[config.mk]
export PLATFORM = sky130hd
export DESIGN_NAME = serial_transmit_flat
export DESIGN_NICKNAME = d
export VERILOG_FILES = /design/src/rtl/serial_pkg.sv /design/src/rtl/serial_transmit_if.sv /design/src/rtl/serial_bit_timer.sv /design/src/rtl/serial_transmit.sv /design/src/flat_wrapper.sv
export SDC_FILE = /design/constraint.sdc
export NUM_CORES = 1
export LEC_CHECK = 0
export CAP_MARGIN = 20
export CORE_ASPECT_RATIO = 0.75
export CORE_MARGIN = 5
export CORE_UTILIZATION = 50
export DETAILED_ROUTE_END_ITERATION = 7
export DONT_BUFFER_PORTS = 1
export GPL_ROUTABILITY_DRIVEN = 0
export SLEW_MARGIN = 25
export SYNTH_ARGS = -nofsm -noshare
export SYNTH_HDL_FRONTEND = slang
export SYNTH_SLANG_ARGS = --single-unit
[constraint.sdc]
create_clock -name Clock -period 2.2 [get_ports Clock]
set_input_delay 0.33 -clock Clock [delete_from_list [all_inputs] [get_ports Clock]]
set_output_delay 0.33 -clock Clock [all_outputs]
set_load 0.02 [all_outputs]
[src/rtl/serial_pkg.sv]
// Shared definitions for the 16-bit serial link (transmitter and receiver).
package serial_pkg;

  localparam int DATA_BITS     = 16;
  localparam int DEF_BIT_CLKS  = 8;
  localparam int DEF_STOP_CLKS = 16;

  typedef enum logic [1:0] {
    IDLE  = 2'd0,
    START = 2'd1,
    DATA  = 2'd2,
    STOP  = 2'd3
  } serial_state_t;

  // Width of a counter that must reach the longer of the two bit periods.
  function automatic int count_width(input int bit_clks, input int stop_clks);
    int longest;
    longest = (bit_clks > stop_clks) ? bit_clks : stop_clks;
    return (longest > 1) ? $clog2(longest) : 1;
  endfunction

endpackage

[src/rtl/serial_transmit_if.sv]
// Word handshake and line status between a word source and serial_transmit.
interface serial_transmit_if;
  import serial_pkg::*;

  logic [DATA_BITS-1:0] DataIn;
  logic                 InValid;
  logic                 Ready;
  logic                 Transmit;
  logic                 Busy;
  logic                 Done;

  modport master (
    output DataIn,
    output InValid,
    input  Ready,
    input  Transmit,
    input  Busy,
    input  Done
  );

  modport slave (
    input  DataIn,
    input  InValid,
    output Ready,
    output Transmit,
    output Busy,
    output Done
  );

endinterface

[src/rtl/serial_bit_timer.sv]
// Per-state clock counter: counts 0..last, flags the final clock and wraps to 0.
module serial_bit_timer #(
  parameter int CNT_W = 4
) (
  input  logic             Clock,
  input  logic             Reset,
  input  logic             clear,
  input  logic [CNT_W-1:0] last,
  output logic             tick,
  output logic [CNT_W-1:0] count
);

  logic [CNT_W-1:0] count_r;

  assign tick  = (count_r == last);
  assign count = count_r;

  // Clock counter, held at zero while idle and wrapped at each period end.
  always_ff @(posedge Clock or posedge Reset) begin
    if (Reset) begin
      count_r <= {CNT_W{1'b0}};
    end else if (clear || tick) begin
      count_r <= {CNT_W{1'b0}};
    end else begin
      count_r <= count_r + CNT_W'(1);
    end
  end

endmodule

[src/rtl/serial_transmit.sv]
// 16-bit serial transmitter: start bit, LSB-first data, long stop guard,
// with a one-word hold register so frames can run back to back.
module serial_transmit
  import serial_pkg::*;
#(
  parameter int BIT_CLKS  = DEF_BIT_CLKS,
  parameter int STOP_CLKS = DEF_STOP_CLKS
) (
  input  logic             Clock,
  input  logic             Reset,
  serial_transmit_if.slave bus
);

  localparam int               CNT_W       = count_width(BIT_CLKS, STOP_CLKS);
  localparam int               BIT_W       = $clog2(DATA_BITS);
  localparam logic [CNT_W-1:0] BIT_LAST    = CNT_W'(BIT_CLKS - 1);
  localparam logic [CNT_W-1:0] STOP_LAST   = CNT_W'(STOP_CLKS - 1);
  // Done is registered, so it is raised one clock before the final stop clock.
  localparam logic [CNT_W-1:0] STOP_PENULT = CNT_W'(STOP_CLKS - 2);
  localparam logic [BIT_W-1:0] LAST_BIT    = BIT_W'(DATA_BITS - 1);

  serial_state_t        state_r;
  serial_state_t        state_s;
  logic [DATA_BITS-1:0] shift_r;
  logic [DATA_BITS-1:0] shift_s;
  logic [DATA_BITS-1:0] hold_r;
  logic [DATA_BITS-1:0] hold_s;
  logic [BIT_W-1:0]     bit_cnt_r;
  logic [BIT_W-1:0]     bit_cnt_s;
  logic                 ready_r;
  logic                 ready_s;
  logic                 tx_r;
  logic                 tx_s;
  logic                 busy_r;
  logic                 busy_s;
  logic                 done_r;
  logic                 done_s;

  logic                 accept_s;
  logic                 direct_load_s;
  logic                 tick_s;
  logic                 timer_clear_s;
  logic [CNT_W-1:0]     timer_last_s;
  logic [CNT_W-1:0]     count_s;

  assign accept_s      = bus.InValid && ready_r;
  assign timer_clear_s = (state_r == IDLE);
  assign timer_last_s  = (state_r == STOP) ? STOP_LAST : BIT_LAST;
  // A word goes straight to the shifter only when the line is free this edge.
  assign direct_load_s = (state_r == IDLE) ||
                         ((state_r == STOP) && tick_s && ready_r);

  serial_bit_timer #(
    .CNT_W (CNT_W)
  ) u_timer (
    .Clock (Clock),
    .Reset (Reset),
    .clear (timer_clear_s),
    .last  (timer_last_s),
    .tick  (tick_s),
    .count (count_s)
  );

  // Next-state, shifter, hold register and line-level decode.
  always_comb begin
    state_s   = state_r;
    shift_s   = shift_r;
    hold_s    = hold_r;
    bit_cnt_s = bit_cnt_r;
    ready_s   = ready_r;

    case (state_r)
      IDLE: begin
        if (accept_s) begin
          state_s   = START;
          shift_s   = bus.DataIn;
          bit_cnt_s = {BIT_W{1'b0}};
        end else begin
          state_s = IDLE;
        end
      end
      START: begin
        if (tick_s) begin
          state_s = DATA;
        end else begin
          state_s = START;
        end
      end
      DATA: begin
        if (tick_s) begin
          shift_s = {1'b0, shift_r[DATA_BITS-1:1]};
          if (bit_cnt_r == LAST_BIT) begin
            state_s   = STOP;
            bit_cnt_s = {BIT_W{1'b0}};
          end else begin
            bit_cnt_s = bit_cnt_r + BIT_W'(1);
          end
        end else begin
          state_s = DATA;
        end
      end
      STOP: begin
        if (tick_s) begin
          bit_cnt_s = {BIT_W{1'b0}};
          if (!ready_r) begin
            state_s = START;
            shift_s = hold_r;
            ready_s = 1'b1;
          end else if (accept_s) begin
            state_s = START;
            shift_s = bus.DataIn;
          end else begin
            state_s = IDLE;
          end
        end else begin
          state_s = STOP;
        end
      end
      default: begin
        state_s   = IDLE;
        bit_cnt_s = {BIT_W{1'b0}};
        ready_s   = 1'b1;
      end
    endcase

    if (accept_s && !direct_load_s) begin
      hold_s  = bus.DataIn;
      ready_s = 1'b0;
    end else begin
      hold_s = hold_s;
    end

    case (state_s)
      START:   tx_s = 1'b0;
      DATA:    tx_s = shift_s[0];
      IDLE:    tx_s = 1'b1;
      STOP:    tx_s = 1'b1;
      default: tx_s = 1'b1;
    endcase

    busy_s = (state_s != IDLE);
    done_s = (state_r == STOP) && (count_s == STOP_PENULT);
  end

  // State and output registers; reset abandons any frame and held word.
  always_ff @(posedge Clock or posedge Reset) begin
    if (Reset) begin
      state_r   <= IDLE;
      shift_r   <= {DATA_BITS{1'b0}};
      hold_r    <= {DATA_BITS{1'b0}};
      bit_cnt_r <= {BIT_W{1'b0}};
      ready_r   <= 1'b1;
      tx_r      <= 1'b1;
      busy_r    <= 1'b0;
      done_r    <= 1'b0;
    end else begin
      state_r   <= state_s;
      shift_r   <= shift_s;
      hold_r    <= hold_s;
      bit_cnt_r <= bit_cnt_s;
      ready_r   <= ready_s;
      tx_r      <= tx_s;
      busy_r    <= busy_s;
      done_r    <= done_s;
    end
  end

  assign bus.Ready    = ready_r;
  assign bus.Transmit = tx_r;
  assign bus.Busy     = busy_r;
  assign bus.Done     = done_r;

endmodule

[src/flat_wrapper.sv]
// flat-port wrapper written by rule: the top's interface ports become plain ports
module serial_transmit_flat import serial_pkg::*;
#(
  parameter int BIT_CLKS  = DEF_BIT_CLKS,
  parameter int STOP_CLKS = DEF_STOP_CLKS
)
  (Clock, Reset, bus_DataIn, bus_InValid, bus_Ready, bus_Transmit, bus_Busy, bus_Done);
  serial_transmit_if bus_i ();
  input  logic Clock;
  input  logic Reset;
  input wire logic [$bits(bus_i.DataIn)-1:0] bus_DataIn;
  input wire logic [$bits(bus_i.InValid)-1:0] bus_InValid;
  output wire logic [$bits(bus_i.Ready)-1:0] bus_Ready;
  output wire logic [$bits(bus_i.Transmit)-1:0] bus_Transmit;
  output wire logic [$bits(bus_i.Busy)-1:0] bus_Busy;
  output wire logic [$bits(bus_i.Done)-1:0] bus_Done;
  assign bus_i.DataIn = bus_DataIn;
  assign bus_i.InValid = bus_InValid;
  assign bus_Ready = bus_i.Ready;
  assign bus_Transmit = bus_i.Transmit;
  assign bus_Busy = bus_i.Busy;
  assign bus_Done = bus_i.Done;
  serial_transmit #(.BIT_CLKS(BIT_CLKS), .STOP_CLKS(STOP_CLKS)) u_core (.Clock(Clock), .Reset(Reset), .bus(bus_i));
endmodule
After elaboration in Yosys (flattened, before gate mapping)

Cells that the tools add are included.

Input port bits: 19
Logic and storage cells: 65
Bits in registers: 46
Output and inout bits: 4

Eq/ne operators: 12
Muxes and demuxes: 23
Reductions and logical operators: 18
Add/sub/neg operators: 2

Operators with widths:

| operator                                                        | count |
|---|---|
| 16-bit 2-to-1 mux                                               | 4 |
| 16-bit one-hot mux with 3 select lines                          | 1 |
| 4-bit 2-to-1 mux                                                | 6 |
| 4-bit one-hot mux with 3 select lines                           | 1 |
| 2-bit 2-to-1 mux                                                | 5 |
| 4-bit by 1-bit adder with 4-bit output, second input constant   | 2 |
| 2-bit == test, second input constant                            | 4 |
| 4-bit == test, second input constant                            | 2 |
| 2-bit one-hot mux with 4 select lines                           | 1 |
| 2-bit by 1-bit != test with 1-bit output, second input constant | 3 |
| 2-bit nonzero test                                              | 3 |
| 1-bit logical AND                                               | 5 |
| 2-bit by 1-bit == test with 1-bit output, second input constant | 2 |
| 4-bit == test                                                   | 1 |
| 2-bit logical NOT                                               | 2 |
| 1-bit 2-to-1 mux                                                | 4 |
| 4-bit AND reduction                                             | 1 |
| 1-bit one-hot mux with 3 select lines                           | 1 |
| 3-bit AND reduction                                             | 1 |
| 3-bit nonzero test                                              | 1 |
| 1-bit logical OR                                                | 2 |
| 2-bit AND reduction                                             | 1 |
| 2-bit OR reduction                                              | 1 |
| 1-bit logical NOT                                               | 1 |

Longest topological paths before layout

Depth in word-level cells: 10
Mapped depth: 9
Gate-level depth less buffers: 8

Cells and area by module

Synthesis repeated with hierarchy kept, for this count alone.

Cell total of the unflattened synthesis: 206
Area total of the unflattened synthesis: 2321.0 um2

By module, submodules not included:

| module           | instances | area each (um2) | cells each | seq. area each (um2) |
|---|---|---|---|---|
| serial_transmit  | 1         | 2103.3          | 188        | 1053.5 |
| serial_bit_timer | 1         | 217.7           | 18         | 100.1 |

Least setup slack after synthesis

Ideal clock, no wire load.

Path kind: reg2reg
From: register u_core.u_timer.count_r[0], in the netlist u_core.u_timer.count[0]
To: register u_core.tx_r, in the netlist u_core.bus.Transmit
Buffers on the path: 0
Arrival: 1946 ps
Cell stages (with the launch flop): 9
Setup time: 77 ps
Period minus slack after synthesis: 2023 ps
Setup slack: 177 ps
Data required time: 2123 ps
Path through: dfrtp_1 ha_1 nand2_1 a21oi_1 a311oi_1 a31oi_1 ha_1 or3b_1 o22ai_1

Cells in the longest elaborated chain, start to end: 6
Elaborated cells on any way between the ends: 14
Classes of those cells: eq/ne (4); mux (8); reduce/logical (2)

RTL lines:

| item                                               | RTL line                                                             | text |
|---|---|---|
| start: declaration                                 | serial_bit_timer.sv:13                                               | `logic [CNT_W-1:0] count_r;` |
| start signal: assignment                           | serial_bit_timer.sv:21                                               | `count_r <= {CNT_W{1'b0}};` |
| start signal: assignment                           | serial_bit_timer.sv:23                                               | `count_r <= {CNT_W{1'b0}};` |
| start signal: assignment                           | serial_bit_timer.sv:25                                               | `count_r <= count_r + CNT_W'(1);` |
| 4-bit == test (*)                                  | serial_bit_timer.sv:15                                               | `assign tick = (count_r == last);` |
| 2-bit 2-to-1 mux (on tied branches)                | serial_transmit.sv:103, serial_transmit.sv:83, serial_transmit.sv:90 |  |
| 2-bit one-hot mux with 4 select lines (*)          | serial_transmit.sv:72                                                | `case (state_r)` |
| net u_core.state_s[0]                              | serial_transmit.sv:23                                                | `serial_state_t state_s;` |
| 2-bit == test or 2-bit logical NOT (tied branches) | serial_transmit.sv:133                                               | `case (state_s)` |
| 2-bit OR reduction (no line)                       | --                                                                   |  |
| 1-bit one-hot mux with 3 select lines (*)          | serial_transmit.sv:133                                               |  |
| net u_core.tx_s                                    | serial_transmit.sv:33                                                | `logic tx_s;` |
| end signal: assignment                             | serial_transmit.sv:162                                               | `tx_r <= tx_s;` |
| end: declaration                                   | serial_transmit.sv:32                                                | `logic tx_r;` |

The timed path passes the listed nets; every way through them passes the cells marked *. The select of a mux whose other input is x is not followed.
A chain may end at the register's enable or synchronous reset.

Worst setup path after layout

From: register u_core.bit_cnt_r[0]
To: register u_core.tx_r, in the netlist u_core.bus.Transmit

Cells in the longest elaborated chain, start to end: 7
Elaborated cells on any way between the ends: 10
Classes of those cells: eq/ne (4); mux (4); reduce/logical (2)

RTL lines:

| item                                               | RTL line               | text |
|---|---|---|
| start: declaration                                 | serial_transmit.sv:28  | `logic [BIT_W-1:0] bit_cnt_r;` |
| start signal: assignment                           | serial_transmit.sv:151 | `bit_cnt_r <= {BIT_W{1'b0}};` |
| start signal: assignment                           | serial_transmit.sv:160 | `bit_cnt_r <= bit_cnt_s;` |
| 4-bit == test (*)                                  | serial_transmit.sv:92  | `if (bit_cnt_r == LAST_BIT) begin` |
| 2-bit 2-to-1 mux (*)                               | serial_transmit.sv:92  |  |
| 2-bit 2-to-1 mux (*)                               | serial_transmit.sv:90  | `if (tick_s) begin` |
| 2-bit one-hot mux with 4 select lines (*)          | serial_transmit.sv:72  |  |
| net u_core.state_s[0]                              | serial_transmit.sv:23  |  |
| 2-bit == test or 2-bit logical NOT (tied branches) | serial_transmit.sv:133 |  |
| 2-bit OR reduction (no line)                       | --                     |  |
| 1-bit one-hot mux with 3 select lines (*)          | serial_transmit.sv:133 |  |
| net u_core.tx_s                                    | serial_transmit.sv:33  |  |

The timed path passes the listed nets; every way through them passes the cells marked *.

==> impl_results.md <==
- Status: finished, final reports clean
- H-tree level count: 2
- Ratio of cells with drive above 1 in the final layout: 0.169
- Worst hold path type: primary input to register
- Synth-to-layout area growth: 10.4%
- Critical path arrival: 2.29 ns
- Tmin final: 2.06 ns
- Fin nets: 219
- Register area share after synthesis: 0.515
- Synth Cell Area: 2240 µm²
- Area leader, netlist: dfrtp_1
- Final Total Pwr: 1.49 mW
- Maximum VDD drop: 0.000450 V
- Leak: 1.20 nW
- CP Class: register to register
- Root buffer cell: clkbuf_8
- RSZ-0062 raised after global routing: no
- Synthesized flop and latch total: 46
- Number of CTS-inserted buffers: 5
- Setup slack after layout: 0.136 ns
- Period utilization: 0.938
- Drt total wl: 4600 µm
- Slew @ Worst Pin: 0.639 ns
- Crit-path cells: ha_1, and3_1, a311oi_2, a31oi_1, ha_1, or3b_1, o22ai_1
- Port buffer count: 0
- First-pass iteration count of the detailed router: 4
- Critical Path Slowest Stage Cell: dfrtp_1
- Clk slew on worst S/H paths: 0.09 ns
- Initial Util: 0.511
- Avg Synthesized Cell Area: 12.0 µm²
- Final Setup Violations: 0
- Count of cell types in the netlist: 47
- Number of synthesized flops with an enable pin: 0
- Core area: 4390 µm²
- Io pins: 23
- Fmax: 485 MHz
- TNS Setup: 0 ns
- WL/cell: 18.2 µm
- GRT Residual Overflow: 0
- Crit-path most repeated cell: ha_1
- Yosys top cell area share: 0.491
- Top post-synthesis cells by area: dfrtp_1, mux2_1, a221o_1, a22o_1, ha_1
- Avg Vias per Cell: 6.10
- Clock sink total: 46
- P per Cell Area: 601 nW/µm²
- Startpoint class of the critical path: register
- Setup Skew: 0.00633 ns
- First-pass GRT wire length: 7850 µm
- CP endpoint kind: register
- Required @ worst endpoint: 2.42 ns
- Initial antenna violation count: 0
- Main synth FF type: dfrtp_1
- Die area: 5930 µm²
- Largest net degree at the start of global routing: 27
- Post-CTS Setup Repair Bufs: 0
- Post-route DRC: 0
- Die Span Y: 68.0 µm
- Via count: 1536
- Clock Latency Late Sink: 0.29 ns
- Max cap viols: 0
- Final hold vios: 0
- Crit-path max FO: 5
- Post-synthesis cell count: 187
- N_diodes: 0
- Synth async-reset ratio: 1.00
- Antenna viol nets, final: 0
- Post-DP HPWL: 3250 µm
- DR iter-0 viols: 83
- CTS tree: yes
- Vias in the first global route: 1609
- Post-Place Setup Slack: 0.0917 ns
- Bufs on Longest Clock Path: 2
- Worst slew margin: 0.572
- Syn_nets: 212
- Global Route Usage Sum: 0.172
- Row cnt: 21
- Slew Limit Fails: 0
- Synth Warn #: 0
- Die width: 87.3 µm
- Peak per-stage delay on the critical path: 0.43 ns
==> cell usage in the layout, fill, tap and decap left out, types with 2 or more instances in the layout <==
cell type	count
nand2_1	8
buf_4	10
nor2_2	2
xor2_1	2
mux2i_1	2
clkinv_2	2
ha_1	6
nor3_2	2
clkbuf_8	5
o21ai_1	3
mux2_1	16
a21o_1	2
nand3_1	4
a221o_1	14
o21ai_0	2
dfrtp_1	43
a22o_1	15
inv_1	6
o21a_1	3
dfstp_2	2
a21oi_1	3
nor2_1	11
==> stage by stage <==
| stage | area, µm² | std cells | hold slack, ns | util |
|---|---|---|---|---|
| final | 2470 | 252 | 0.163 | 0.564 |
| after detailed placement | 2340 | 243 | 0.262 | 0.533 |
| after global routing | 2470 | 252 | 0.152 | 0.564 |
| after floorplan | 2240 | 187 | 0.433 | - |
| after CTS | 2460 | 252 | 0.156 | 0.560 |
| after global placement | 2340 | 243 | 0.253 | 0.533 |
==> synthesized netlist by cell type (2+ instances only) <==
| cell | n |
|---|---|
| dfrtp_1 | 44 |
| buf_4 | 2 |
| o21ai_0 | 2 |
| a22o_1 | 15 |
| ha_1 | 6 |
| dfstp_2 | 2 |
| inv_1 | 7 |
| a21o_1 | 2 |
| buf_2 | 7 |
| nor2_2 | 2 |
| a221o_1 | 14 |
| a21oi_1 | 3 |
| mux2i_1 | 2 |
| o21ai_1 | 3 |
| a311oi_1 | 2 |
| mux2_1 | 16 |
| clkbuf_1 | 2 |
| xor2_1 | 2 |
| o21a_1 | 3 |
| nor3_2 | 3 |
| nand2_1 | 9 |
| nand3_1 | 4 |
| nor2_1 | 11 |
==> logic make-up after synthesis <==
logic type / after synthesis / share of synthesized area
DFF: 46 / 0.515
and+or+nand+nor: 42 / 0.107
buffers and inverters: 19 / 0.0424
xor gates and xnor gates: 3 / 0.0117
muxes: 18 / 0.0893
adders and majority gates: 6 / 0.0335
AOI/OAI and AO/OA: 53 / 0.202
==> cell type report <==
class	count	area (µm²)
Clock buffer	5	68.8
Inverter	7	26.3
Tap cell	57	71.3
Multi-Input combinational cell	122	1010
Timing Repair Buffer	12	105
Clock inverter	3	40.0
Fill cell	364	1910
Sequential cell	46	1150
==> worst paths after layout <==
kind                                                end  slack, ns  depth (start not counted)                    start
min in group asynchronous               u_core.bus.Busy       0.51                          2                    Reset
worst max-delay path                u_core.bus.Transmit       0.14                          7      u_core.bit_cnt_r[0]
worst min register to register  u_core.u_timer.count[0]       0.49                          1  u_core.u_timer.count[0]
max in group asynchronous              u_core.bus.Ready       1.12                          3                    Reset
worst min-delay path                   u_core.hold_r[5]       0.16                          1            bus_DataIn[5]
worst max register to register      u_core.bus.Transmit       0.14                          7      u_core.bit_cnt_r[0]
==> what timing repair did <==
action,in CTS,in global routing
setup endpoints to repair,0,6
hold buffers,1,0
hold endpoints to repair,19,0
gates resized for setup,0,4
==> layer usage <==
layer,vias up,part of all wire,global-route usage
met5,-,0,0
met3,10,0.063,0.0529
met4,0,0.023,0.0651
met2,44,0.43,0.257
met1,767,0.48,0.236
li1,715,-,-
==> critical path, delay by kind of cell (launching register included) <==
kind	cells	cell delay, ns
AND/OR/NAND/NOR	2	0.60
AO/OA/AOI/OAI	3	0.50
flip-flops	1	0.43
adder cells (fa/ha/maj)	2	0.46
==> report_power, final <==
group / internal [mW] / switching, mW
combinational: 0.00682 / 0.0177
clock: 0.335 / 0.282
sequential: 0.845 / 0
total: 1.19 / 0.300
==> state kept, by name, summed over array words and instances, names as in the netlist <==
signal                count
u_core.shift_r           16
u_core.bus.Ready          1
u_core.hold_r            16
u_core.bit_cnt_r          4
u_core.bus.Done           1
u_core.bus.Busy           1
u_core.state_r            2
u_core.u_timer.count      4
u_core.bus.Transmit       1
No activity file was read; power rests on OpenSTA's default activity.
